===== src/rtl/lcd_rx_monitor_if.sv =====
// LCD bus as seen on the panel connector: enable strobe, register select,
// read/write and the 4-bit data nibble. The display driver (or a bench)
// owns the master side; the receive monitor listens on the slave side.
interface lcd_rx_monitor_if;
    logic       LCDE;
    logic       LCDRS;
    logic       LCDRW;
    logic [3:0] LCDDAT;

    modport master (output LCDE, LCDRS, LCDRW, LCDDAT);
    modport slave  (input  LCDE, LCDRS, LCDRW, LCDDAT);
endinterface


===== src/rtl/lcd_rx_monitor.sv =====
// Receive-side model of a 4-bit HD44780-style LCD bus. Nibble strobes are
// reassembled into command/data bytes, and the 2x16 screen is rebuilt as a
// 256-bit string (line0 col0 in [255:248], line1 col0 in [127:120]).
module lcd_rx_monitor #(
    parameter int SYNC_STAGES = 2,
    parameter int NIB_TIMEOUT = 1000000
) (
    input  logic                CCLK,
    input  logic                RSTN,
    lcd_rx_monitor_if.slave     lcd,
    output logic [255:0]        disp_str,
    output logic                byte_vld,
    output logic [7:0]          byte_out,
    output logic                byte_rs,
    output logic                mode4,
    output logic [6:0]          ddram_addr,
    output logic                rd_err,
    output logic                sync_err
);

    localparam int                CNT_W   = $clog2(NIB_TIMEOUT + 1);
    localparam logic [CNT_W-1:0]  TMO_MAX = CNT_W'(NIB_TIMEOUT);
    localparam logic [255:0]      BLANK   = {32{8'h20}};

    typedef enum logic [1:0] {ST_INIT8, ST_HI, ST_LO} state_t;

    // {E, RS, RW, DAT[3:0]} travel together so they are sampled coherently.
    logic [SYNC_STAGES-1:0][6:0] sync_q;
    logic [6:0]                  smp;
    logic                        e_last;
    logic                        strobe_c;
    logic                        stb_q;
    logic                        stb_rs;
    logic                        stb_rw;
    logic [3:0]                  stb_dat;
    logic                        wr_stb;

    state_t                      state, state_nxt;
    logic [3:0]                  hi_nib;
    logic                        hi_rs;
    logic [CNT_W-1:0]            tmo_cnt;
    logic                        inc_mode;
    logic [7:0]                  byte_c;
    logic                        take_hi, take_byte, timeout, go_mode4;
    logic                        bank0, bank1;
    logic [4:0]                  pos;

    assign smp      = sync_q[SYNC_STAGES-1];
    assign strobe_c = e_last & ~smp[6];
    assign wr_stb   = stb_q & ~stb_rw;
    assign byte_c   = {hi_nib, stb_dat};
    assign bank0    = (ddram_addr[6:4] == 3'b000);
    assign bank1    = (ddram_addr[6:4] == 3'b100);
    assign pos      = {bank1, ddram_addr[3:0]};

    // DDRAM address step with the two-line wrap points of a 2x40 DDRAM.
    function automatic logic [6:0] adv_addr(input logic [6:0] a, input logic inc);
        if (inc) begin
            if (a == 7'h27) return 7'h40;
            if (a == 7'h67) return 7'h00;
            return a + 7'd1;
        end
        if (a == 7'h40) return 7'h27;
        if (a == 7'h00) return 7'h67;
        return a - 7'd1;
    endfunction

    // Synchronize the bus and register the falling-edge strobe with its fields.
    always_ff @(posedge CCLK or negedge RSTN) begin
        if (!RSTN) begin
            sync_q  <= '0;
            e_last  <= 1'b0;
            stb_q   <= 1'b0;
            stb_rs  <= 1'b0;
            stb_rw  <= 1'b0;
            stb_dat <= 4'h0;
        end else begin
            // NOTE: non-blocking assignments let every flop sample the old value of its neighbour, which is what makes this a shift chain.
            sync_q  <= {sync_q[SYNC_STAGES-2:0], {lcd.LCDE, lcd.LCDRS, lcd.LCDRW, lcd.LCDDAT}};
            e_last  <= smp[6];
            stb_q   <= strobe_c;
            stb_rs  <= smp[5];
            stb_rw  <= smp[4];
            stb_dat <= smp[3:0];
        end
    end

    // State register.
    always_ff @(posedge CCLK or negedge RSTN) begin
        if (!RSTN) state <= ST_INIT8;
        else       state <= state_nxt;
    end

    // Next-state and per-cycle actions of the nibble assembler.
    always_comb begin
        // NOTE: every output gets a default first so no path leaves one unassigned and infers a latch.
        state_nxt = state;
        take_hi   = 1'b0;
        take_byte = 1'b0;
        timeout   = 1'b0;
        go_mode4  = 1'b0;
        unique case (state)
            ST_INIT8: begin
                if (wr_stb && !stb_rs && stb_dat == 4'h2) begin
                    go_mode4  = 1'b1;
                    state_nxt = ST_HI;
                end
            end
            ST_HI: begin
                if (wr_stb) begin
                    take_hi   = 1'b1;
                    state_nxt = ST_LO;
                end
            end
            ST_LO: begin
                if (wr_stb) begin
                    take_byte = 1'b1;
                    // Function set with DL=1 drops the bus back to 8-bit init.
                    state_nxt = (!hi_rs && byte_c[7:4] == 4'b0011) ? ST_INIT8 : ST_HI;
                end else if (tmo_cnt == TMO_MAX) begin
                    timeout   = 1'b1;
                    state_nxt = ST_HI;
                end
            end
            default: state_nxt = ST_INIT8;
        endcase
    end

    // Byte output, command decode, screen image and error flags.
    always_ff @(posedge CCLK or negedge RSTN) begin
        if (!RSTN) begin
            // NOTE: the screen image is a plain register vector, so it can and must be reset to blanks.
            disp_str   <= BLANK;
            byte_vld   <= 1'b0;
            byte_out   <= 8'h00;
            byte_rs    <= 1'b0;
            mode4      <= 1'b0;
            ddram_addr <= 7'h00;
            rd_err     <= 1'b0;
            sync_err   <= 1'b0;
            inc_mode   <= 1'b1;
            hi_nib     <= 4'h0;
            hi_rs      <= 1'b0;
            tmo_cnt    <= '0;
        end else begin
            byte_vld <= 1'b0;
            if (stb_q && stb_rw) rd_err <= 1'b1;
            if (timeout) sync_err <= 1'b1;
            if (go_mode4) mode4 <= 1'b1;

            if (take_hi) begin
                hi_nib  <= stb_dat;
                hi_rs   <= stb_rs;
                tmo_cnt <= '0;
            end else if (state == ST_LO && tmo_cnt != TMO_MAX) begin
                tmo_cnt <= tmo_cnt + 1'b1;
            end

            if (take_byte) begin
                byte_vld <= 1'b1;
                byte_out <= byte_c;
                byte_rs  <= hi_rs;
                if (!hi_rs) begin
                    casez (byte_c)
                        8'b1???????: ddram_addr <= byte_c[6:0];
                        8'b001?????: if (byte_c[4]) mode4 <= 1'b0;
                        8'b000001??: inc_mode <= byte_c[1];
                        8'b0000001?: ddram_addr <= 7'h00;
                        8'b00000001: begin
                            disp_str   <= BLANK;
                            ddram_addr <= 7'h00;
                            inc_mode   <= 1'b1;
                        end
                        default: ;
                    endcase
                end else begin
                    if (bank0 || bank1) disp_str[{~pos, 3'b000} +: 8] <= byte_c;
                    ddram_addr <= adv_addr(ddram_addr, inc_mode);
                end
            end
        end
    end

endmodule

===== src/flat_wrapper.sv =====
// flat-port wrapper written by rule: the top's interface ports become plain ports
module lcd_rx_monitor_flat 
#(
    parameter int SYNC_STAGES = 2,
    parameter int NIB_TIMEOUT = 1000000
)
  (CCLK, RSTN, disp_str, byte_vld, byte_out, byte_rs, mode4, ddram_addr, rd_err, sync_err, lcd_LCDE, lcd_LCDRS, lcd_LCDRW, lcd_LCDDAT);
  lcd_rx_monitor_if lcd_i ();
  input  logic CCLK;
  input  logic RSTN;
  output logic [255:0] disp_str;
  output logic byte_vld;
  output logic [7:0] byte_out;
  output logic byte_rs;
  output logic mode4;
  output logic [6:0] ddram_addr;
  output logic rd_err;
  output logic sync_err;
  input wire logic [$bits(lcd_i.LCDE)-1:0] lcd_LCDE;
  input wire logic [$bits(lcd_i.LCDRS)-1:0] lcd_LCDRS;
  input wire logic [$bits(lcd_i.LCDRW)-1:0] lcd_LCDRW;
  input wire logic [$bits(lcd_i.LCDDAT)-1:0] lcd_LCDDAT;
  assign lcd_i.LCDE = lcd_LCDE;
  assign lcd_i.LCDRS = lcd_LCDRS;
  assign lcd_i.LCDRW = lcd_LCDRW;
  assign lcd_i.LCDDAT = lcd_LCDDAT;
  lcd_rx_monitor #(.SYNC_STAGES(SYNC_STAGES), .NIB_TIMEOUT(NIB_TIMEOUT)) u_core (.CCLK(CCLK), .RSTN(RSTN), .lcd(lcd_i), .disp_str(disp_str), .byte_vld(byte_vld), .byte_out(byte_out), .byte_rs(byte_rs), .mode4(mode4), .ddram_addr(ddram_addr), .rd_err(rd_err), .sync_err(sync_err));
endmodule

===== config.mk =====
export PLATFORM = sky130hd
export DESIGN_NAME = lcd_rx_monitor_flat
export DESIGN_NICKNAME = d
export VERILOG_FILES = /design/src/rtl/lcd_rx_monitor_if.sv /design/src/rtl/lcd_rx_monitor.sv /design/src/flat_wrapper.sv
export SDC_FILE = /design/constraint.sdc
export NUM_CORES = 1
export LEC_CHECK = 0
export ABC_AREA = 1
export CORE_MARGIN = 2
export CORE_UTILIZATION = 42
export DETAILED_ROUTE_END_ITERATION = 16
export PLACE_DENSITY = 0.67
export SLEW_MARGIN = 30
export SYNTH_ARGS = -nofsm -noshare
export SYNTH_HDL_FRONTEND = slang
export SYNTH_SLANG_ARGS = --single-unit

===== constraint.sdc =====
create_clock -name CCLK -period 3 [get_ports CCLK]
set_input_delay 0.9 -clock CCLK [delete_from_list [all_inputs] [get_ports CCLK]]
set_output_delay 0.9 -clock CCLK [all_outputs]
set_load 0.02 [all_outputs]

==> results.txt, run 1 <==
Status -> completed
Slowest CP cell -> nor2_1
Die height -> 189 µm
Synth cell types -> 34
PwrDens -> 671 nW/µm²
Pre-CTS WS -> 0.127 ns
Worst-path clk slew -> 0.06 ns
Fin nets -> 2,062
Crit-path cells -> ha_1, nand2_2, inv_2, nand2_1, nor2_2, nor2_1, nand3_1, nor2_1, nand2_1, o21ai_0
Avg WL per Cell -> 18.2 µm
Number of max-cap violations -> 0
Filler cells -> 3,041
Clock skew -> 0.0228 ns
Antenna-violating nets left -> 0
First-pass GRT wire length -> 72,800 µm
CP max stage delay -> 0.49 ns
CP Max Fanout -> 12
CTS Buffer Depth -> 3
Max IR drop VDD -> 500 µV
Final GP Congestion -> 0.876
Clock Sinks -> 326
Core area -> 33,600 µm²
EDFF count, synth -> 0
Critical path launch point type -> register
Leak -> 8.86 nW
Synth Cell Area -> 14,300 µm²
Die Wd -> 189 µm
Worst Path Class, Setup -> register to register
Initial Utilization -> 0.427
#FFs+latches synth -> 326
# DRC -> 0
Synthesized area per cell -> 8.20 µm²
Vias per cell -> 5.18
Yosys Warn Count -> 0
Final hold violation count -> 0
Vias -> 13,100
Commonest non-fill, non-tap cell in the layout -> nand2_1
Post-synth top area share -> 0.511
Post-layout min period -> 2.78 ns
Dpl hpwl -> 32,900 µm
Post-Syn Nets -> 1,765
Number of detailed-route iterations in the first pass -> 6
Worst Tran Pin Value -> 0.652 ns
H-tree depth -> 2
Initial antenna violation count -> 0
CTS tree -> built
Area Overhead vs Synth -> 33.0%
Drt initial violations -> 1,197
Peak Freq -> 0.360 GHz
Post-synthesis instance total -> 1,749
CTS buffer count -> 37
IO Count -> 285
Seq. cell area -> 8200 µm²
Total track usage -> 0.258
Multi-input logic area -> 5660 µm²
Crit path DAT -> 3.22 ns
IO buf count -> 284
Root Driver -> clkbuf_16
Number of setup buffers added after CTS -> 0
Rel. slew slack -> 0.564
# setup viols final -> 0
Largest net degree at the start of global routing -> 68
Dominant cell type by area after synthesis -> dfrtp_1
Clock Latency Late Sink -> 0.52 ns
Total gr overflow -> 0
Final worst setup slack -> 0.222 ns
Hold WC Path Type -> input port to asynchronous set/reset pin
Top FF cell, synth -> dfrtp_1
Tcrit/Tclk final -> 0.926
Seq/Total Area, Yosys -> 0.572
Slew Viols, Final -> 0
Ys async rst share -> 1.00
Die area -> 35,600 µm²
CP Capture Type -> register
Vias in the first global route -> 13,000
Top cells by area, synth -> dfrtp_1 51%, nand2_1 20%, dfstp_2 6.0%
Most frequent cells in the layout -> 776 x nand2_1, 292 x dfrtp_1, 283 x clkdlybuf4s50_1, 145 x nand3_1, 140 x o21ai_0
Antenna Cells -> 0
# resized after CTS -> 0
Drt total wl -> 45,800 µm
Layout cell share with drive strength beyond 1 -> 0.0738
RSZ-0062 raised after global routing -> false
TNS Setup -> 0 ns
Required @ worst endpoint -> 3.44 ns
FP Rows -> 67
Hold_buf cts -> 0
==> area by class of cell <==
type	count	share of cell area
Clock inverter	8	0.00649
Clock buffer	58	0.0617
Timing Repair Buffer	308	0.163
Tap cell	448	0.0294
Inverter	66	0.0130
Multi-Input combinational cell	1307	0.297
Sequential cell	326	0.430
==> layer usage <==
metal | GRT usage | routed length, µm
met1 | 0.359 | 20000
met2 | 0.418 | 21500
met3 | 0.0492 | 3430
met4 | 0.0628 | 798
met5 | 0 | 0
==> final timing paths <==
check                                     startpoint              endpoint  slack (ns)  depth (start not counted)
min in group CCLK                      u_core.smp[5]         u_core.stb_rs        0.35                          0
worst min-delay path                            RSTN  u_core.disp_str[224]        0.34                          1
worst min register to register         u_core.smp[5]         u_core.stb_rs        0.35                          0
worst max-delay path            u_core.ddram_addr[0]  u_core.disp_str[156]        0.22                         10
max in group asynchronous                       RSTN  u_core.disp_str[213]        1.83                          2
worst max register to register  u_core.ddram_addr[0]  u_core.disp_str[156]        0.22                         10
==> cells by family after synthesis <==
family,after synthesis,share of synthesized area
AO/OA/AOI/OAI,164,0.0586
XOR/XNOR,14,0.00855
adder cells (fa/ha/maj),7,0.00611
buffers and inverters,116,0.0336
flip-flops,326,0.572
AND/OR/NAND/NOR,1122,0.321
==> state kept, by name, summed over array words and instances (netlist names) <==
name and flops:
u_core.disp_str 256, u_core.tmo_cnt 20, u_core.byte_out 8, u_core.ddram_addr 7, u_core.smp 7, u_core.sync_q 7, u_core.hi_nib 4, u_core.stb_dat 4
u_core.state 2, u_core.byte_rs 1, u_core.byte_vld 1, u_core.e_last 1, u_core.hi_rs 1, u_core.inc_mode 1, u_core.mode4 1, u_core.rd_err 1
u_core.stb_q 1, u_core.stb_rs 1, u_core.stb_rw 1, u_core.sync_err 1
==> power breakdown <==
group	switching (mW)	total, mW	internal (mW)
clock	1.81	4.76	2.95
combinational	2.20	3.06	0.866
sequential	0.272	4.98	4.71
total	4.28	12.8	8.53
==> critical path, delay by kind of cell, from the launching register on <==
kind / cells / cell delay [ns]
flip-flops: 1 / 0.47
AO/OA/AOI/OAI: 1 / 0.17
AND/OR/NAND/NOR: 7 / 1.73
buffers and inverters: 1 / 0.05
adder cells (fa/ha/maj): 1 / 0.27
==> Yosys cell counts (all sizes together), types with 2 or more instances <==
library cell	n
a21oi	10
buf	37
clkbuf	13
clkinv	2
dfrtp	293
dfstp	33
ha	7
inv	64
nand2	782
nand3	145
nand4	17
nor2	148
nor3	28
o21ai	147
o21bai	3
xor2	13
==> metrics by stage <==
step / power [mW] / area, µm² / util / instances / hold WS, ns
2_1_floorplan: 6.79 / 14300 / - / 1749 / 0.331
3_3_place_gp: 8.03 / 17800 / 0.529 / 2455 / 0.331
3_5_place_dp: 8.05 / 17800 / 0.529 / 2455 / 0.335
4_1_cts: 12.8 / 19100 / 0.567 / 2521 / 0.348
5_1_grt: 13.4 / 19100 / 0.567 / 2521 / 0.350
6_report: 12.8 / 19100 / 0.567 / 2521 / 0.337
Note: power is estimated with default switching activity, not from simulation.
==> run 2: changes to the inputs <==
--- a/config.mk
+++ b/config.mk
@@ -6,6 +6,7 @@
 export NUM_CORES = 1
 export LEC_CHECK = 0
 export ABC_AREA = 1
+export CORE_ASPECT_RATIO = 1.75
 export CORE_MARGIN = 2
 export CORE_UTILIZATION = 42
 export DETAILED_ROUTE_END_ITERATION = 16
==> run 2 against run 1 <==
  * Clock power is 17% lower
  * Final cell count stayed put
  * Total power down 7.0%
  * Register-to-register slack better by 0.11 ns
  * Setup slack gained 0.025 ns
  * Combinational power down 2%
  * Maximum frequency is 0.91% higher
  * Largest cell class unchanged
  * Sequential power barely moved
  * Largest power group unchanged
  * First-iteration DRC count decreased by 28%
  * Die area is 0.16% higher
  * Count of clock-buffer cells in the layout down 20
==> results.txt, run 2 (synthesized netlist as in run 1, its figures left out) <==
Avg WL per Cell -> 18.2 µm (about the same)
CTS Buffer Depth -> 3 (unchanged)
Clock Sinks -> 326 (unchanged)
Beginning of the worst register-to-register path -> u_core.ddram_addr[0]
Clock skew -> 0.0167 ns (-0.00618 ns)
R2r setup slk -> 0.33 ns (+0.11 ns)
Post-layout min period -> 2.75 ns (-0.0250 ns)
Hold WC Path Type -> input port to asynchronous set/reset pin
Biggest regs -> u_core.disp_str: 256 flops, u_core.tmo_cnt: 20 flops, u_core.byte_out: 8 flops
Initial antenna violation count -> 0 (unchanged)
CP Capture Type -> output pin
Hold slack -> 0.304 ns (-0.0334 ns)
# setup viols final -> 0 (unchanged)
Worst setup startpoint -> u_core.ddram_addr[3]
First-pass GRT wire length -> 71,600 µm (-1.6%)
Slowest CP cell -> clkdlybuf4s50_1
Dpl hpwl -> 34,600 µm (+5.1%)
Die height -> 248 µm (+32%)
IO Count -> 285 (unchanged)
Biggest register -> u_core.disp_str
Initial Utilization -> 0.426 (about the same)
Tcrit/Tclk final -> 0.918 (-0.00834)
Required @ worst endpoint -> 2.10 ns (-1.34 ns)
Drt total wl -> 45,800 µm (about the same)
Peak Freq -> 0.363 GHz (+0.91%)
Final Core Density -> 0.560 (-0.00753)
Sw power -> 4.12 mW (-3.8%)
Die area -> 35,700 µm² (+0.16%)
Int Power -> 7.79 mW (-8.6%)
Fin nets -> 2,060 (-0.097%)
Total track usage -> 0.258 (about the same)
PwrDens -> 633 nW/µm² (-5.8%)
R2R depth -> 10 (unchanged)
Worst-path clk slew -> 0.07 ns (about the same)
Part of the power in combinational logic -> 0.253 (+0.014)
FP Rows -> 89 (+33%)
Rel. slew slack -> 0.540 (-0.0239)
Layout cell share with drive strength beyond 1 -> 0.0731 (-0.000718)
WP depth -> 1 (-9)
Vias in the first global route -> 12,800 (-1.0%)
Drt initial violations -> 860 (-28%)
Final hold violation count -> 0 (unchanged)
Antenna-violating nets left -> 0 (unchanged)
Crit path DAT -> 1.85 ns (-1.37 ns)
Total gr overflow -> 0 (unchanged)
Number of detailed-route iterations in the first pass -> 5 (-1)
CP Max Fanout -> 8 (-4)
CP top delay family -> buffers and inverters
Final instance area -> 18,800 µm² (-1.3%)
Flop pwr share -> 0.418 (+0.029)
CTS buffer count -> 29 (-22%)
Post-DP Area -> 17,800 µm² (+0.30%)
IO buf count -> 284 (unchanged)
TNS Setup -> 0 ns (unchanged)
Die Wd -> 144 µm (-24%)
Vias per cell -> 5.14 (-0.86%)
Max IR drop VDD -> 418 µV (-16%)
# DRC -> 0 (unchanged)
Area Overhead vs Synth -> 31.3%
CP max stage delay -> 0.77 ns (+0.28 ns)
Worst Path Class, Setup -> register to output pin
Number of max-cap violations -> 0 (unchanged)
Clock Power Share -> 0.329 (-0.043)
Slew Viols, Final -> 0 (unchanged)
CTS tree -> built
Final GP Congestion -> 0.904 (+3.2%)
Status -> completed
RR Endpoint -> u_core.disp_str[138]
Critical path buffers and inverters -> 1 (unchanged)
Clock Latency Late Sink -> 0.57 ns (+0.05 ns)
Core area -> 33,600 µm² (about the same)
Largest net degree at the start of global routing -> 80 (+18%)
Switching Fraction -> 0.346 (+0.0114)
Tot Pwr -> 11.9 mW (-7.0%)
Largest register FFs -> 256 (unchanged)
Critical path launch point type -> register
Crit-path cells -> clkdlybuf4s50_1
Vias -> 12,900 (-0.86%)
H-tree depth -> 1 (-1)
Crit path to -> ddram_addr[3]
RSZ-0062 raised after global routing -> false
Commonest non-fill, non-tap cell in the layout -> nand2_1
Leak -> 8.75 nW (-1.3%)
Root Driver -> clkbuf_16
Hold_buf cts -> 0 (unchanged)
Worst Tran Pin Value -> 0.690 ns (+0.0382 ns)
Antenna Cells -> 0 (unchanged)
Most frequent cells in the layout -> 776 x nand2_1, 292 x dfrtp_1, 283 x clkdlybuf4s50_1, 145 x nand3_1, 140 x o21ai_0
-- run 2: cell count changes in the layout (fill, tap and decap cells not counted), sizes merged --
cell,before,now
buf,25,31
clkbuf,58,38
clkinv,3,10
-- run 2: layout make-up --
| cell class | count | area (µm²) |
|---|---|---|
| fill | 3129 | 14800 |
| sequential | 326 | 8200 |
| multi-input combinational | 1307 | 5660 |
| timing repair buffer | 314 | 3150 |
| clock buffer | 38 | 840 |
| tap | 455 | 569 |
| inverter | 66 | 248 |
| clock inverter | 15 | 163 |
-- run 2: power groups by stage --
stage / Combinational (mW) / Clock, mW / Sequential (mW)
after global placement: 2.96 / 0 / 5.04
after global routing: 3.30 / 4.15 / 5.00
after detailed placement: 2.99 / 0 / 5.05
after floorplan: 1.63 / 0 / 5.16
final: 3.01 / 3.93 / 4.97
after CTS: 3.00 / 3.98 / 4.97
-- run 2: what timing repair did --
| action | CTS | global route |
|---|---|---|
| gates resized for setup | 0 | 1 |
| setup endpoints to repair | 0 | 8 |
| setup buffers | 0 | 0 |
-- run 2: worst min path at each step --
stage,cells past startpoint,endpoint,slack [ns],start
2_1_floorplan,0,u_core.smp[0],0.33,u_core.sync_q[0]
3_3_place_gp,0,u_core.stb_dat[3],0.33,u_core.smp[3]
3_5_place_dp,0,u_core.stb_dat[2],0.34,u_core.smp[2]
4_1_cts,1,u_core.tmo_cnt[9],0.35,RSTN
5_1_grt,1,u_core.tmo_cnt[9],0.35,RSTN
6_report,1,u_core.tmo_cnt[9],0.30,RSTN
-- run 2: metal layers --
layer	part of all wire	vias to the layer above	track usage
met5	0	-	0
met4	0.062	0	0.144
met3	0.056	139	0.0377
met2	0.52	483	0.457
met1	0.36	6140	0.292
li1	-	6187	-
-- run 2: worst register-to-register path, delay by kind of cell (launching register included) --
kind | cells | cell delay (ns)
AOI/OAI and AO/OA | 1 | 0.18
buffers and inverters | 1 | 0.05
and+or+nand+nor | 7 | 1.56
DFF | 1 | 0.48
adders and majority gates | 1 | 0.29
-- run 2: metrics by stage --
stage / setup slack (ns) / instances
3_3_place_gp: 0.304 / 2468
5_1_grt: 0.133 / 2521
6_report: 0.247 / 2521
4_1_cts: 0.178 / 2521
3_5_place_dp: 0.172 / 2468
2_1_floorplan: 0.593 / 1749
